## src/rtl/grf_pkg.sv

```systemverilog
// Shared types and constants for the MIPS general register file.
// Optional feature macro used by this slice: GRF_BYPASS_EN.
package grf_pkg;

    localparam int DATA_W = 32;
    localparam int ADDR_W = 5;
    localparam int DEPTH  = 1 << ADDR_W;

    typedef logic [ADDR_W-1:0] reg_idx_t;
    typedef logic [DATA_W-1:0] word_t;

    localparam reg_idx_t REG_ZERO = 5'd0;

    // Write request as seen by the array and by the read-port bypass.
    typedef struct packed {
        logic     we;
        reg_idx_t wa;
        word_t    wd;
    } wr_req_t;

    // A write only lands when enabled and not aimed at $0.
    function automatic logic wr_accepted(wr_req_t req);
        return req.we && (req.wa != REG_ZERO);
    endfunction

endpackage

```

## src/rtl/mips_grf_if.sv

```systemverilog
// Decode/writeback bus of the MIPS register file.
// The driving stage uses the master modport, the register file uses slave.
// Optional feature macro (affects the register file only): GRF_BYPASS_EN.
interface mips_grf_if;
    import grf_pkg::*;

    logic [31:0] WPC;
    logic        we;
    reg_idx_t    RA1;
    reg_idx_t    RA2;
    reg_idx_t    WA;
    word_t       WD;
    word_t       RD1;
    word_t       RD2;

    modport master (
        output WPC, we, RA1, RA2, WA, WD,
        input  RD1, RD2
    );

    modport slave (
        input  WPC, we, RA1, RA2, WA, WD,
        output RD1, RD2
    );

endinterface

```

## src/rtl/grf_read_port.sv

```systemverilog
// One combinational read port: address mux, $0 masking and, when
// GRF_BYPASS_EN is defined, same-cycle forwarding of the pending write.
module grf_read_port
    import grf_pkg::*;
(
    input  word_t    regs [DEPTH],
    input  reg_idx_t ra,
    input  wr_req_t  req,
    output word_t    rd
);

`ifndef GRF_BYPASS_EN
    // Without forwarding the pending write is not looked at here.
    logic unused_req;
    assign unused_req = ^req;
`endif

    // Select the addressed register, optionally forward, then force $0 to zero.
    always_comb begin
        // NOTE: assigning a default first keeps every path driven, so no latch is inferred.
        rd = regs[ra];
`ifdef GRF_BYPASS_EN
        if (wr_accepted(req) && (ra == req.wa)) begin
            rd = req.wd;
        end
`endif
        if (ra == REG_ZERO) begin
            rd = '0;
        end
    end

endmodule

```

## src/rtl/mips_grf.sv

```systemverilog
// MIPS general register file: 32 x 32-bit, two combinational read ports,
// one synchronous write port, asynchronous active-low reset.
// Optional feature macro: GRF_BYPASS_EN (write-to-read forwarding).
module mips_grf
    import grf_pkg::*;
(
    input  logic        clk,
    input  logic        reset,
    mips_grf_if.slave   bus
);

    word_t   regs [DEPTH];
    wr_req_t req;

    assign req = '{we: bus.we, wa: bus.WA, wd: bus.WD};

    // Commit accepted writes on the rising edge; reset clears the whole array at once.
    always_ff @(posedge clk or negedge reset) begin
        if (!reset) begin
            // NOTE: the array is reset as flops on purpose; a reset memory cannot map to RAM macros.
            for (int i = 0; i < DEPTH; i++) begin
                // NOTE: sequential state uses non-blocking assignment so all flops update together.
                regs[i] <= '0;
            end
        end else if (wr_accepted(req)) begin
            regs[req.wa] <= req.wd;
        end
    end

    grf_read_port u_rd1 (
        .regs (regs),
        .ra   (bus.RA1),
        .req  (req),
        .rd   (bus.RD1)
    );

    grf_read_port u_rd2 (
        .regs (regs),
        .ra   (bus.RA2),
        .req  (req),
        .rd   (bus.RD2)
    );

`ifndef SYNTHESIS
    // Write trace: one line per accepted write, printed at the committing edge.
    always @(posedge clk) begin
        if (reset && wr_accepted(req)) begin
            $display("@%h: $%d <= %h", bus.WPC, bus.WA, bus.WD);
        end
    end
`endif

endmodule

```

## src/flat_wrapper.sv

```systemverilog
// flat-port wrapper written by rule: the top's interface ports become plain ports
module mips_grf_flat import grf_pkg::*;
  (clk, reset, bus_WPC, bus_we, bus_RA1, bus_RA2, bus_WA, bus_WD, bus_RD1, bus_RD2);
  mips_grf_if bus_i ();
  input  logic clk;
  input  logic reset;
  input wire logic [$bits(bus_i.WPC)-1:0] bus_WPC;
  input wire logic [$bits(bus_i.we)-1:0] bus_we;
  input wire logic [$bits(bus_i.RA1)-1:0] bus_RA1;
  input wire logic [$bits(bus_i.RA2)-1:0] bus_RA2;
  input wire logic [$bits(bus_i.WA)-1:0] bus_WA;
  input wire logic [$bits(bus_i.WD)-1:0] bus_WD;
  output wire logic [$bits(bus_i.RD1)-1:0] bus_RD1;
  output wire logic [$bits(bus_i.RD2)-1:0] bus_RD2;
  assign bus_i.WPC = bus_WPC;
  assign bus_i.we = bus_we;
  assign bus_i.RA1 = bus_RA1;
  assign bus_i.RA2 = bus_RA2;
  assign bus_i.WA = bus_WA;
  assign bus_i.WD = bus_WD;
  assign bus_RD1 = bus_i.RD1;
  assign bus_RD2 = bus_i.RD2;
  mips_grf u_core (.clk(clk), .reset(reset), .bus(bus_i));
endmodule
```

## config.mk

```make
export PLATFORM = sky130hd
export DESIGN_NAME = mips_grf_flat
export DESIGN_NICKNAME = d
export VERILOG_FILES = /design/src/rtl/grf_pkg.sv /design/src/rtl/mips_grf_if.sv /design/src/rtl/grf_read_port.sv /design/src/rtl/mips_grf.sv /design/src/flat_wrapper.sv
export SDC_FILE = /design/constraint.sdc
export NUM_CORES = 2
export LEC_CHECK = 0
export CORE_MARGIN = 5
export CORE_UTILIZATION = 30
export CTS_BUF_LIST = sky130_fd_sc_hd__clkbuf_2
export DETAILED_ROUTE_END_ITERATION = 6
export PLACE_DENSITY = 0.46
export SLEW_MARGIN = 20
export SYNTH_ARGS = -nofsm -noshare
export SYNTH_HDL_FRONTEND = slang
export SYNTH_HIERARCHICAL = 1
export SYNTH_SLANG_ARGS = --single-unit
```

## constraint.sdc

```tcl
create_clock -name clk -period 3.1 [get_ports clk]
set_clock_uncertainty 0.2 [all_clocks]
set_input_delay 0.62 -clock clk [delete_from_list [all_inputs] [get_ports clk]]
set_output_delay 0.62 -clock clk [all_outputs]
set_load 0.03 [all_outputs]
```

==> metrics.md <==
| Metric | Value |
|---|---|
| Status | `complete, but fails checks` |
| Violated checks | `negative setup slack` |
| Maximum fanout along the worst path | `3` |
| Post-DP HPWL | `130800 um` |
| Fillers | `17.31k` |
| Core area | `0.1811 mm^2` |
| Inserted Clock Buffers | `315` |
| Via count | `36.77k` |
| NetSw | `approximately 12 mW` |
| GRT Residual Overflow | `0` |
| IO Pins | `146` |
| Switch share | `0.3133` |
| Int Power | `roughly 26 mW` |
| Post-DR vias/cell | `5.443` |
| Leakage | `29.83 nW` |
| Die ar. | `0.1911 mm^2` |
| Cell area power density | `549.5 mW/mm^2` |
| Final wirelength | `201900 um` |
| Post-DP Area | `0.06391 mm^2` |
| CP required | `2.28 ns` |
| Reg2Reg Depth | `2` |
| # rows | `between 150 and 200` |
| Async set-reset flop share out of synthesis | `1.000` |
| H-tree levels | `5` |
| Hold depth | `0` |
| Synth Flop Type | `dfrtp_1` |
| Mapped Area | `0.05475 mm^2` |
| Nets | `4272` |
| Rel. slew slack | `0.2427` |
| Wirelength per Cell | `29.88 um` |
| Place WS | `-0.5128 ns` |
| Top reg by flops | `u_core/regs` |
| DIE HEIGHT | `437.2 um` |
| R2R Setup Slk | `between 1.5 and 2 ns` |
| Port bufs | `113` |
| Synth unique cells | `38` |
| Largest net degree at the start of global routing | `107` |
| Hold path startpoint | `u_core/regs[1001]$_DFFE_PN0P_` |
| Clk pwr share | `0.274` |
| Gate power share | `0.261` |
| Root Buffer | `clkbuf_2` |
| Final period util | `1.370` |
| Leading area contributor after synthesis | `dfrtp_1` |
| Clock net sink count | `roughly 1.0k` |
| Layout cell share with drive strength beyond 1 | `0.6484` |
| Setup WS post-layout | `-1.146 ns` |
| Vias in the first global route | `39.52k` |
| EDFF count, synth | `0` |
| Worst Path Arrival | `3.43 ns` |
| Syn-to-layout area delta | `26.01%` |
| Clk_lat worst skew | `1.62 ns` |
| Non-Filler Instances | `6756` |
| Initial antenna violation count | `3` |
| Synth Instances | `3615` |
| Max clock buf depth | `4` |
| Routability cong. | `0.7877` |
| Sequential power share | `0.465` |
| Max VDD drop | `0.3180 mV` |
| Slew @ Worst Pin | `about 1.1 ns` |
| Max FFs per register | `1024` |
| Worst hold endpoint | `u_core/regs[1001]$_DFFE_PN0P_` |
| Worst setup EP type | `primary output` |
| Reg-to-reg critical path endpoint | `u_core/regs[642]$_DFFE_PN0P_` |
| Hold Crit Class | `flip-flop to flip-flop` |
| Peak Freq | `0.2355 GHz` |
| Largest regs | `u_core/regs x1024` |
| CP Launch Type | `flip-flop` |
| DRC | `0` |
| Initial DRT Pass Iterations | `5` |
| Dpl cells | `6161` |
| Fin crit period | `4.246 ns` |
| Fin area | `approximately 0.069 mm^2` |
| Max Cap Viol | `0` |
| Sequential-to-total area share from yosys stat | `0.4681` |
| Area contributors post-synth | `dfrtp_1, mux2_2, mux4_2` |
| Post-route antenna net violation count | `0` |
| Post-synth top cells | `mux2_2, dfrtp_1, mux4_2` |
| CTS tree | `built` |
| Count leader, synth | `mux2_2` |
| Post-synth top area share | `0.4681` |
| Final setup violating endpoints | `99` |
| Initial DRC Count | `approximately 2.3k` |
| R2R Path Start | `u_core/regs[642]$_DFFE_PN0P_` |
| RSZ-0062 raised after global routing | `true` |
| Initial Utilization | `0.3022` |
| Syn avg cell area | `approximately 15 um^2` |
| Global Route Usage Sum | `0.2108` |
| Final Hold Viols | `0` |
| Die width | `around 440 um` |
| Max-slew violations | `0` |
| First-pass GRT wire length | `293300 um` |
| Syn nets | `between 3k and 4k` |
| FF+latch count, synth | `just over 1k` |
| Yosys warnings | `6` |
| Crit Path Category | `flip-flop to primary output` |
| Register clock-pin slew on the reported worst setup and hold paths | `approximately 0.10 ns` |
## layout make-up
type                    count  area (um^2)  share of cell area
well taps                2370         2965             0.04298
repair buffers            688         8670              0.1257
clock inverters            76        454.2            0.006584
inverters                   2        12.51           0.0001814
flip-flops and latches   1024        25620              0.3714
clock buffers             434         2172             0.03149
multi-input cells        2159        29080              0.4215
diodes                      3        7.507           0.0001088
## through the flow
step	total power [mW]	util	hold slack, ns	TNS (ns)
final	37.91	0.3809	0.1992	-66.44
after global routing	40.17	0.3809	0.1134	-80.90
after CTS	38.29	0.3775	0.0004594	-84.42
after detailed placement	27.16	0.3528	0.1820	-18.95
after global placement	26.92	0.3528	0.1769	-19.06
after floorplan	23.63	-	0.1244	0
## worst max-delay path, cell delays in order (launching register included)
cell and delay (ns):
dfrtp_1 0.41, mux4_2 0.47, mux2_4 0.29, o21ai_2 0.12
a311oi_2 0.05, buf_4 0.20, buf_12 0.13
## repair_timing
action	4_1_cts	5_1_grt
setup buffers	3	6
cloned	0	0
hold endpoints to repair	2016	0
pin swaps	70	42
hold buffers	80	0
endpoints found under the setup margin	64	65
resized for setup	215	98
## power groups by stage
stage,clock network [mW],logic (mW),registers (mW)
5_1_grt,11.6,10.5,18.0
6_report,10.4,9.90,17.6
3_5_place_dp,0,9.28,17.9
2_1_floorplan,0,6.36,17.3
4_1_cts,10.9,9.77,17.6
3_3_place_gp,0,9.16,17.8
## worst max path at each step
stage	to	slack, ns	startpoint
after floorplan	bus_RD1[0]	0.15	bus_RA1[2]
after global placement	bus_RD2[25]	-0.51	bus_RA2[0]
after detailed placement	bus_RD2[25]	-0.51	bus_RA2[0]
after CTS	bus_RD2[2]	-1.44	u_core/regs[706]$_DFFE_PN0P_
after global routing	bus_RD1[2]	-1.41	u_core/regs[706]$_DFFE_PN0P_
final	bus_RD2[2]	-1.15	u_core/regs[706]$_DFFE_PN0P_
## placed cells by master, fill, tap and decap left out, types with 14 or more instances in the layout
cell type	instances
a211oi_2	46
a221oi_1	24
a221oi_2	24
a22oi_1	35
a22oi_2	29
a311oi_2	41
a311oi_4	23
buf_12	245
buf_4	311
clkbuf_2	434
clkdlybuf4s50_1	38
clkinv_1	55
dfrtp_1	1024
dlygate4sd3_1	78
mux2_2	1011
mux2_4	36
mux2i_1	128
mux4_2	448
nand2_1	33
nor2_4	14
nor2b_1	49
nor2b_4	18
o21ai_1	39
o21ai_2	58
o21ai_4	15
## per-layer routing
layer | vias up | routed length, um | track usage
met5 | - | 0 | 0
met4 | 0 | 6261 | 0.06983
met3 | 307 | 9058 | 0.03427
met2 | 998 | 100800 | 0.3586
met1 | 20050 | 85750 | 0.2746
li1 | 15416 | - | -
## cells by family after synthesis
group	Yosys count	share of synthesized area
multiplexers	1632	0.4249
flip-flops	1024	0.4681
buffers and inverters	432	0.04201
AO/OA/AOI/OAI	368	0.04886
AND/OR/NAND/NOR	159	0.01618
Note: power is estimated with default switching activity, not from simulation.
